`config.mk`:
```
export PLATFORM = sky130hd
export DESIGN_NAME = board_referee
export DESIGN_NICKNAME = d
export VERILOG_FILES = /design/src/rtl/board_referee.sv
export SDC_FILE = /design/constraint.sdc
export NUM_CORES = 1
export LEC_CHECK = 0
export CAP_MARGIN = 20
export CORE_AREA = 2 2 92 94
export DETAILED_ROUTE_END_ITERATION = 12
export DIE_AREA = 0 0 94 96
export DONT_BUFFER_PORTS = 1
export SYNTH_ARGS = -nofsm -noshare
export SYNTH_HDL_FRONTEND = slang
export SYNTH_SLANG_ARGS = --single-unit
```
`constraint.sdc`:
```
create_clock -name clk_i -period 2.4 [get_ports clk_i]
set_input_delay 0.24 -clock clk_i [delete_from_list [all_inputs] [get_ports clk_i]]
set_output_delay 0.24 -clock clk_i [all_outputs]
set_load 0.03 [all_outputs]
```
`src/rtl/board_referee.sv`:
```
// Tic-tac-toe board owner: places marks, enforces the rolling per-player mark
// limit by erasing each player's oldest mark, and registers three-in-a-row results.
module board_referee #(
  parameter int MAX_MARKS = 3
) (
  input  logic       clk_i,
  input  logic       rst_ni,
  input  logic [3:0] location_i,
  input  logic [1:0] mark_i,
  output logic [1:0] a0_o,
  output logic [1:0] a1_o,
  output logic [1:0] a2_o,
  output logic [1:0] a3_o,
  output logic [1:0] a4_o,
  output logic [1:0] a5_o,
  output logic [1:0] a6_o,
  output logic [1:0] a7_o,
  output logic [1:0] a8_o,
  output logic [1:0] gameend_o,
  output logic [7:0] winLine_o,
  output logic [2:0] cntX_o,
  output logic [2:0] cntO_o
);

  localparam logic [2:0] MaxCnt = 3'(MAX_MARKS);

  logic [1:0] board_q [9];
  logic [1:0] board_d [9];
  logic [3:0] histX_q [4];
  logic [3:0] histX_d [4];
  logic [3:0] histO_q [4];
  logic [3:0] histO_d [4];
  logic [2:0] cntX_q, cntX_d;
  logic [2:0] cntO_q, cntO_d;
  logic [5:0] prevPair_q;
  logic [1:0] gameend_q, gameend_d;
  logic [7:0] winLine_q, winLine_d;

  logic       markLegal;
  logic       cellEmpty;
  logic       moveEvent;
  logic [8:0] xMask, oMask;
  logic [7:0] xLines, oLines;

  function automatic logic [7:0] lineHits(input logic [8:0] m);
    return {m[2] & m[4] & m[6], m[0] & m[4] & m[8],
            m[2] & m[5] & m[8], m[1] & m[4] & m[7],
            m[0] & m[3] & m[6], m[6] & m[7] & m[8],
            m[3] & m[4] & m[5], m[0] & m[1] & m[2]};
  endfunction

  always_comb begin
    for (int i = 0; i < 9; i++) begin
      xMask[i] = (board_q[i] == 2'b10);
      oMask[i] = (board_q[i] == 2'b01);
    end
    xLines = lineHits(xMask);
    oLines = lineHits(oMask);
  end

  // A held pair fires once: it must differ from the pair seen on the previous edge.
  always_comb begin
    markLegal = (mark_i == 2'b10) || (mark_i == 2'b01);
    cellEmpty = (location_i <= 4'd8) ? (board_q[location_i] == 2'b00) : 1'b0;
    moveEvent = markLegal && (location_i <= 4'd8) &&
                ({mark_i, location_i} != prevPair_q) &&
                cellEmpty && (gameend_q == 2'b00);
  end

  always_comb begin
    board_d   = board_q;
    histX_d   = histX_q;
    histO_d   = histO_q;
    cntX_d    = cntX_q;
    cntO_d    = cntO_q;
    gameend_d = gameend_q;
    winLine_d = winLine_q;

    if (moveEvent) begin
      if (mark_i == 2'b10) begin
        if (cntX_q == MaxCnt) begin
          board_d[histX_q[0]] = 2'b00;
          for (int i = 0; i < 3; i++) histX_d[i] = histX_q[i+1];
          histX_d[MAX_MARKS-1] = location_i;
        end else begin
          histX_d[cntX_q[1:0]] = location_i;
          cntX_d = cntX_q + 3'd1;
        end
      end else begin
        if (cntO_q == MaxCnt) begin
          board_d[histO_q[0]] = 2'b00;
          for (int i = 0; i < 3; i++) histO_d[i] = histO_q[i+1];
          histO_d[MAX_MARKS-1] = location_i;
        end else begin
          histO_d[cntO_q[1:0]] = location_i;
          cntO_d = cntO_q + 3'd1;
        end
      end
      board_d[location_i] = mark_i;
    end

    // Lines are judged on the registered (post-elimination) board, so results lag by one edge.
    if (gameend_q == 2'b00) begin
      if (|xLines) begin
        gameend_d = 2'b10;
        winLine_d = xLines;
      end else if (|oLines) begin
        gameend_d = 2'b01;
        winLine_d = oLines;
      end
    end
  end

  always_ff @(posedge clk_i or negedge rst_ni) begin
    if (!rst_ni) begin
      for (int i = 0; i < 9; i++) board_q[i] <= 2'b00;
      for (int i = 0; i < 4; i++) begin
        histX_q[i] <= 4'd0;
        histO_q[i] <= 4'd0;
      end
      cntX_q     <= 3'd0;
      cntO_q     <= 3'd0;
      prevPair_q <= {2'b00, 4'd9};
      gameend_q  <= 2'b00;
      winLine_q  <= 8'd0;
    end else begin
      board_q    <= board_d;
      histX_q    <= histX_d;
      histO_q    <= histO_d;
      cntX_q     <= cntX_d;
      cntO_q     <= cntO_d;
      prevPair_q <= {mark_i, location_i};
      gameend_q  <= gameend_d;
      winLine_q  <= winLine_d;
    end
  end

  assign a0_o      = board_q[0];
  assign a1_o      = board_q[1];
  assign a2_o      = board_q[2];
  assign a3_o      = board_q[3];
  assign a4_o      = board_q[4];
  assign a5_o      = board_q[5];
  assign a6_o      = board_q[6];
  assign a7_o      = board_q[7];
  assign a8_o      = board_q[8];
  assign gameend_o = gameend_q;
  assign winLine_o = winLine_q;
  assign cntX_o    = cntX_q;
  assign cntO_o    = cntO_q;

endmodule

```
==> flow_metrics.tcl, run 1 <==
set metrics [dict create \
    status "finished, final reports clean" \
    yosysTopAreaCell "dfrtp_1" \
    hold_violations 0 \
    critPathSlowestCell "or4b_1" \
    max-slew-margin-rel_pct 61.88 \
    die_area_um2 9024 \
    viasPerCell 5.627 \
    wl_per_cell_um 17.70 \
    synth_edf_count 0 \
    crit_chain "or4b_1, a211oi_2, nor4b_4, buf_12, o211ai_1, mux2_2" \
    chipHeight_um 96 \
    cpLargestDelayFamily "simple AND/OR/NAND/NOR gates" \
    clk_latency_ps 350 \
    synth_cells 331 \
    synth_ff_type "dfrtp_1" \
    synth_area_leaders "dfrtp_1 44%, mux2_2 9.5%, o2bb2ai_1 4.5%" \
    synth_top_family_by_area "simple AND/OR/NAND/NOR gates" \
    crit_path_end_kind "register" \
    multi_input_area_um2 1847 \
    synthXorXnorAreaFrac_pct 1.980 \
    cts-htree-levels 3 \
    synth_fa_ha_area_share_pct 3.890 \
    grt_remaining_overflow 0 \
    post-route-drc-count 0 \
    setup_viol 0 \
    synth.most_common_cell "dfrtp_1" \
    crit_required_ps 2630 \
    tritoncts "built" \
    synth_top_area_share_pct 43.85 \
    final.min_clock_period_ps 2299 \
    dp_hpwl_mm 6.161 \
    stdcell_area_um2 4220 \
    seq_area_um2 1615 \
    synth-compound-area-share_pct 14.32 \
    fin_crit_sh_pct 95.78 \
    clock_sinks 64 \
    dp.cells 460 \
    final_nets 394 \
    portBuffers 0 \
    fmax_mhz 435.0 \
    dr.pass1.iters 4 \
    cts-root-buf "clkbuf_8" \
    grt_usage_pct 20.94 \
    cts_made_buffers 9 \
    yosysUniqueCellTypes 49 \
    leakage_nw 1.927 \
    fin_skew_ps 9.780 \
    core_um2 8051 \
    initial_core_util_pct 43.95 \
    gp_congestion 0.9374 \
    worst_slew_pin_slew_ps 570.6 \
    synth.yosys.seq_area_share_pct 45.33 \
    ant_nets 0 \
    syn2layout_area_growth_pct 19.27 \
    n_antenna_cell 0 \
    synthSimpleGateAreaFrac_pct 20.44 \
    drv_slew 0 \
    placed_cell_area_um2 3914 \
    synthMuxAreaShare_pct 11.24 \
    antenna_found_initial 0 \
    final_cells 485 \
    io_pins 42 \
    synthesis.nets 350 \
    dr.first_iter.drc_count 191 \
    critPathBufInv 1 \
    synthTopCellsByCount "62 x dfrtp_1, 30 x mux2_2, 22 x nand2_1" \
    vias 2729 \
    worst_ep_arrival_time_ps 2520 \
    wl_mm 8.586 \
    crit_path_start_kind "register" \
    synth.avg_cell_area_um2 10.69 \
    critPathMaxStageDelay_ps 530 \
    die_w_um 94 \
    synth_area_um2 3538 \
    layout-drive-gt1-share_pct 26.84 \
    irDropWorstVdd_v 0.0005404 \
    rsz0062_at_grt "no" \
    nFillCells 756 \
    holdCritPathClass "in2reg" \
    grt_pass1_wl_mm 14.45 \
    num_rows 33 \
    synth-async-reset-ratio_pct 100.0 \
    power_density_nw_per_um2 1125 \
    yosys_warnings 0 \
    cts.path.max_buffers 2 \
    grt_pass1_vias 2761 \
    setup_tns_ps 0 \
    clk_pin_slew_ps 70 \
    ys_ff_latch 64 \
    path_class "reg2reg" \
    worstPathMaxFanout 14 \
    drv_cap 0 \
    grt_max_degree 65 \
]
layer usage:
layer	GRT usage (%)	routed length, um	vias up
met5	0	0	-
met4	7.005	140	0
met3	4.542	354	14
met2	35.00	4183	54
met1	27.14	3908	1350
li1	-	-	1311
registers in the layout, summed over array words and instances (netlist names), 3 cells and up:
signal and flops:
cntO_o 3, histX_q 12, winLine_o 8, histO_q 12, cntX_o 3, prevPair_q 6
layout make-up:
cell class	instances	share of cell area (%)
Sequential cell	64	38.27
Tap cell	105	3.113
Inverter	13	1.156
Timing Repair Buffer	45	9.191
Clock inverter	4	1.067
Multi-Input combinational cell	242	43.76
Clock buffer	12	3.439
cells in the final DEF (no fill, tap or decap), types with 9 or more instances in the layout:
| cell | n |
|---|---|
| dfrtp_1 | 53 |
| buf_4 | 36 |
| mux2_2 | 30 |
| nand2_1 | 22 |
| o2bb2ai_1 | 18 |
| nor2b_1 | 17 |
| a22o_1 | 16 |
| nor3_1 | 15 |
| nand3_1 | 14 |
| inv_1 | 13 |
| nor2_1 | 13 |
| nand2b_1 | 13 |
| ha_1 | 11 |
| clkbuf_8 | 10 |
| dfrtp_2 | 9 |
kinds of logic after synthesis:
kind of cell | count (synthesis)
multiplexers | 36
adder cells (fa/ha/maj) | 11
AND/OR/NAND/NOR | 124
buffers and inverters | 25
flip-flops | 64
AO/OA/AOI/OAI | 63
XOR/XNOR | 8
power by group:
part	internal [mW]	switching (mW)	leakage (nW)	total, mW
combinational	0.866	1.12	1.02	1.98
clock	0.504	0.418	0.100	0.922
sequential	1.46	0.382	0.809	1.84
total	2.83	1.92	1.93	4.75
path summary, 6_finish.rpt:
path	from	to	slack (ps)	cells past startpoint
setup / recovery	a8_o[0]	histO_q[11]	100	6
hold / removal	location_i[2]	histX_q[6]	40	1
min in group asynchronous	rst_ni	a3_o[1]	420	2
max in group asynchronous	rst_ni	a4_o[1]	1670	2
setup reg to reg	a8_o[0]	histO_q[11]	100	6
hold reg to reg	histX_q[6]	histX_q[6]	510	1
what timing repair did:
action                     CTS  global route
buffers inserted             0             1
hold endpoints to repair    70             0
resized for setup            0             3
setup endpoints to repair    0            21
hold buffers                 8             0
per-stage QoR:
| step | utilization (%) | total power, mW | setup WS (ps) | hold slack, ps |
|---|---|---|---|---|
| after floorplan | - | 3.112 | 5.801 | -55.59 |
| after global placement | 48.61 | 3.764 | 46.21 | -52.86 |
| after detailed placement | 48.61 | 3.818 | 35.29 | -52.76 |
| after CTS | 52.18 | 4.783 | 27.48 | 30.70 |
| after global routing | 52.42 | 5.075 | 10.50 | 30.89 |
| final | 52.42 | 4.750 | 101.2 | 40.86 |
Note: power is estimated with default switching activity, not from simulation.
==> inputs of run 2 (changes only) <==
--- a/config.mk
+++ b/config.mk
@@ -6,10 +6,14 @@
 export NUM_CORES = 1
 export LEC_CHECK = 0
 export CAP_MARGIN = 20
+export CELL_PAD_IN_SITES_DETAIL_PLACEMENT = 1
+export CELL_PAD_IN_SITES_GLOBAL_PLACEMENT = 1
 export CORE_AREA = 2 2 92 94
 export DETAILED_ROUTE_END_ITERATION = 12
 export DIE_AREA = 0 0 94 96
 export DONT_BUFFER_PORTS = 1
+export PLACE_DENSITY_LB_ADDON = 0.1
 export SYNTH_ARGS = -nofsm -noshare
 export SYNTH_HDL_FRONTEND = slang
 export SYNTH_SLANG_ARGS = --single-unit
+export TNS_END_PERCENT = 5
==> constraint.sdc (replaced) <==
create_clock -name clk_i -period 2.2 [get_ports clk_i]
set_input_delay 0.22 -clock clk_i [delete_from_list [all_inputs] [get_ports clk_i]]
set_output_delay 0.22 -clock clk_i [all_outputs]
set_load 0.03 [all_outputs]
==> flow_metrics.tcl, run 2 (synthesis results as in run 1) <==
set metrics [dict create \
    portBuffers 0 \
    post-route-drc-count 0 \
    viasPerCell 5.791 \
    cts-root-buf "clkbuf_8" \
    worstPathMaxFanout 5 \
    syn2layout_area_growth_pct 25.67 \
    crit_path_end_kind "register" \
    antenna_found_initial 0 \
    crit_chain "or4b_4, a211oi_2, nor4b_4, buf_4, o211ai_1, mux2_2" \
    crit_required_ps 2430 \
    placed_cell_area_um2 4039 \
    cts.path.max_buffers 2 \
    clk_latency_ps 360 \
    max-slew-margin-rel_pct 70.33 \
    final_nets 407 \
    clock_sinks 64 \
    clk_pin_slew_ps 80 \
    worst_ep_arrival_time_ps 2500 \
    drv_cap 0 \
    rsz0062_at_grt "yes" \
    layout_setup_ws_ps -66.88 \
    wl_mm 9.922 \
    postLayoutCoreUtil_pct 55.23 \
    fin_hold_ws_ps 19.68 \
    power_density_nw_per_um2 1226 \
    gp_congestion 0.9198 \
    grt_pass1_wl_mm 15.78 \
    grt_max_degree 65 \
    core_um2 8051 \
    worst_slew_pin_slew_ps 443.1 \
    place_ws_ps -118.9 \
    fin_skew_ps 14.68 \
    grt_remaining_overflow 0 \
    critPathSlowestCell "or4b_4" \
    cts-htree-levels 3 \
    wl_per_cell_um 19.92 \
    setup_viol 24 \
    initial_core_util_pct 43.95 \
    io_pins 42 \
    drv_slew 0 \
    final_common_cell "dfrtp_1" \
    final.min_clock_period_ps 2267 \
    layout-drive-gt1-share_pct 36.39 \
    chipHeight_um 96 \
    irDropWorstVdd_v 0.0005520 \
    grt_pass1_vias 2972 \
    cts_made_buffers 9 \
    dr.pass1.iters 4 \
    die_area_um2 9024 \
    fin_crit_sh_pct 103.0 \
    dp_hpwl_mm 7.118 \
    violations "negative setup slack" \
    status "finished, violations left" \
    fmax_mhz 441.1 \
    stdcell_area_um2 4447 \
    dr.first_iter.drc_count 70 \
    ant_nets 0 \
    n_antenna_cell 0 \
    vias 2884 \
    leakage_nw 2.018 \
    tritoncts "built" \
    path_class "reg2reg" \
    num_rows 33 \
    critPathMaxStageDelay_ps 540 \
    die_w_um 94 \
    grt_usage_pct 23.43 \
    crit_path_start_kind "register" \
    hold_violations 0 \
    holdCritPathClass "in2reg" \
    final_cell_mix "47 x dfrtp_1, 46 x buf_4, 29 x mux2_2" \
]
-- run 2: cell count changes in the layout (fill, tap and decap cells not counted), moves of 3 or more --
cell       change
nand2_2        +7
o2bb2ai_2      +3
nand2_1        -7
dfrtp_2        +6
dfrtp_1        -6
buf_4         +10
nand2b_4       +5
nand2b_1       -5
o2bb2ai_1      -3
-- run 2: metal layers --
| layer | vias up | wire (um) | track usage (%) |
|---|---|---|---|
| met4 | 0 | 292 | 12.32 |
| li1 | 1334 | - | - |
| met5 | - | 0 | 0 |
| met3 | 20 | 269 | 5.325 |
| met1 | 1471 | 4241 | 27.36 |
| met2 | 59 | 5119 | 40.30 |
-- run 2: critical path, delay by kind of cell, from the launching register on --
kind	cells	cell delay [ps]
flip-flops	1	410
multiplexers	1	330
buffers and inverters	1	190
AO/OA/AOI/OAI	2	390
AND/OR/NAND/NOR	2	820
-- run 2: report_power, final --
group / internal, mW / leakage, nW / switching [mW]
sequential: 1.61 / 0.801 / 0.416
combinational: 1.08 / 1.12 / 1.33
clock: 0.550 / 0.100 / 0.472
total: 3.23 / 2.02 / 2.22
-- run 2: timing repair --
action | in CTS | in global routing
setup endpoints to repair | 44 | 54
resized for setup | 7 | 16
gates cloned | 0 | 0
hold endpoints to repair | 70 | 3
setup buffers | 0 | 1
pin swaps | 5 | 1
hold buffers | 7 | 3
-- run 2: through the flow --
stage / setup TNS (ps) / total power, mW / cells
3_3_place_gp: -56.09 / 4.251 / 471
2_1_floorplan: -1703 / 3.471 / 331
5_1_grt: -3545 / 5.789 / 498
6_report: -1258 / 5.452 / 498
4_1_cts: -1948 / 5.427 / 494
3_5_place_dp: -2824 / 4.332 / 471
-- run 2: worst paths after layout --
| kind | start | end | slack, ps | cells after the start |
|---|---|---|---|---|
| worst max register to register | a8_o[0] | histO_q[5] | -70 | 6 |
| worst max-delay path | a8_o[0] | histO_q[5] | -70 | 6 |
| worst min register to register | histX_q[10] | histX_q[10] | 510 | 1 |
| worst min-delay path | location_i[0] | histO_q[4] | 20 | 1 |
| max in group asynchronous | rst_ni | prevPair_q[3] | 1440 | 2 |
| min in group asynchronous | rst_ni | winLine_o[1] | 440 | 2 |
-- run 2: final cells by class --
class,instances,area (um2)
clock buffers,12,145.1
clock inverters,4,45.04
flip-flops and latches,64,1623
multi-input cells,242,1968
well taps,105,131.4
fillers,876,3605
repair buffers,58,485.5
inverters,13,48.80
==> inputs of run 3 (changes only) <==
--- a/config.mk
+++ b/config.mk
@@ -8,11 +8,12 @@
 export CAP_MARGIN = 20
 export CELL_PAD_IN_SITES_DETAIL_PLACEMENT = 1
 export CELL_PAD_IN_SITES_GLOBAL_PLACEMENT = 1
-export CORE_AREA = 2 2 92 94
+export CORE_AREA = 2 2 76 114
 export DETAILED_ROUTE_END_ITERATION = 12
-export DIE_AREA = 0 0 94 96
+export DIE_AREA = 0 0 78 116
 export DONT_BUFFER_PORTS = 1
 export PLACE_DENSITY_LB_ADDON = 0.1
+export SLEW_MARGIN = 15
 export SYNTH_ARGS = -nofsm -noshare
 export SYNTH_HDL_FRONTEND = slang
 export SYNTH_SLANG_ARGS = --single-unit
==> flow_metrics.tcl, run 3 (synthesis results as in run 1) <==
set metrics [dict create \
    status "finished, violations left" \
    violations "negative setup slack" \
    num_rows 40 \
    fmax_mhz 451.4 \
    crit_chain "or4b_4, a211oi_2, nor4b_4, buf_4, o211ai_1, mux2_4" \
    dp_hpwl_mm 7.622 \
    cts-htree-levels 3 \
    antenna_found_initial 0 \
    drv_slew 0 \
    rsz0062_at_grt "yes" \
    crit_path_end_kind "register" \
    gp_congestion 0.8489 \
    core_um2 8008 \
    power_density_nw_per_um2 1332 \
    irDropWorstVdd_v 0.0008240 \
    portBuffers 0 \
    dr.first_iter.drc_count 125 \
    viasPerCell 5.778 \
    grt_max_degree 65 \
    initial_core_util_pct 44.19 \
    place_ws_ps -136.4 \
    max-slew-margin-rel_pct 66.37 \
    final.min_clock_period_ps 2216 \
    holdCritPathClass "in2reg" \
    die_area_um2 9048 \
    critPathMaxStageDelay_ps 510 \
    final_cell_mix "51 x buf_4, 47 x dfrtp_1, 28 x mux2_2" \
    postLayoutCoreUtil_pct 57.31 \
    critPathSlowestCell "or4b_4" \
    tritoncts "built" \
    grt_pass1_vias 3358 \
    nFillCells 864 \
    worst_slew_pin_slew_ps 502.2 \
    grt_usage_pct 25.56 \
    cts_made_buffers 9 \
    die_w_um 78 \
    clk_pin_slew_ps 50 \
    layout-drive-gt1-share_pct 36.96 \
    final_nets 409 \
    wl_per_cell_um 21.19 \
    worstPathMaxFanout 5 \
    syn2layout_area_growth_pct 29.70 \
    seq_area_um2 1623 \
    drv_cap 0 \
    path_class "reg2reg" \
    chipHeight_um 116 \
    wl_mm 10.60 \
    worst_ep_arrival_time_ps 2430 \
    fin_skew_ps 9.288 \
    leakage_nw 2.084 \
    clk_latency_ps 330 \
    cts-root-buf "clkbuf_16" \
    fin_crit_sh_pct 100.7 \
    setup_viol 2 \
    grt_pass1_wl_mm 17.40 \
    hold_violations 0 \
    crit_required_ps 2410 \
    ant_nets 0 \
    post-route-drc-count 0 \
    layout_setup_ws_ps -15.58 \
    dr.pass1.iters 4 \
    io_pins 42 \
    final_common_cell "buf_4" \
    multi_input_area_um2 1972 \
    grt_remaining_overflow 0 \
    vias 2889 \
    cts.path.max_buffers 2 \
    crit_path_start_kind "register" \
    n_antenna_cell 0 \
    reg2reg_slack_ps -20 \
    clock_sinks 64 \
]
-- run 3: cell count changes in the layout (fill, tap and decap cells not counted), sizes merged --
cell / previous run / this run
buf: 49 / 53
clkinv: 3 / 1
clkinvlp: 0 / 2
dlygate4sd3: 9 / 7
bufinv: 1 / 2
clkbuf: 12 / 11
-- run 3: critical path, delay by kind of cell, from the launching register on --
kind / cells / cell delay, ps
compound gates: 2 / 400
flops: 1 / 400
buf+inv: 1 / 190
mux: 1 / 370
simple gates: 2 / 750
-- run 3: through the flow --
stage          total power, mW  std cells  area [um2]  TNS (ps)  hold slack (ps)
4_1_cts                  6.106        500        4561    -63.79            29.82
6_report                 6.111        500        4589    -15.93            42.14
5_1_grt                  6.435        500        4589     -1617            33.66
3_3_place_gp             4.321        474        4061    -690.6           -74.33
3_5_place_dp             4.426        474        4061     -1685           -74.31
2_1_floorplan            3.471        331        3611     -1703           -75.59
-- run 3: final timing paths --
kind,startpoint,endpoint,depth (start not counted)
max,a8_o[0],histX_q[8],6
min,location_i[3],histO_q[7],1
max reg2reg,a8_o[0],histX_q[8],6
min reg2reg,histO_q[5],histO_q[5],1
max in group asynchronous,rst_ni,prevPair_q[0],2
min in group asynchronous,rst_ni,winLine_o[0],2
-- run 3: power by group --
group	total (mW)	switching (mW)	leakage, nW	internal, mW
Clock	1.54	0.516	0.152	1.02
Combinational	2.54	1.39	1.13	1.14
Sequential	2.04	0.428	0.801	1.61
Total	6.11	2.34	2.08	3.77
-- run 3: cell type report --
type	count	share of cell area, %
Inverter	13	1.063
Multi-Input combinational cell	242	42.97
Tap cell	105	2.863
Clock inverter	5	1.745
Timing Repair Buffer	60	10.71
Clock buffer	11	5.289
Sequential cell	64	35.36
-- run 3: what timing repair did --
action | 4_1_cts | 5_1_grt
setup endpoints to repair | 39 | 47
hold buffers | 8 | 0
buffers inserted | 2 | 0
endpoints found under the hold margin | 70 | 0
resized for setup | 14 | 8
pin swaps | 3 | 4
-- run 3: layer usage --
| layer | GRT usage [%] | up-vias | wire, um |
|---|---|---|---|
| met5 | 0 | - | 0 |
| met4 | 10.88 | 0 | 244 |
| met3 | 4.050 | 14 | 268 |
| met2 | 51.78 | 49 | 6220 |
| met1 | 25.14 | 1491 | 3864 |
| li1 | - | 1335 | - |
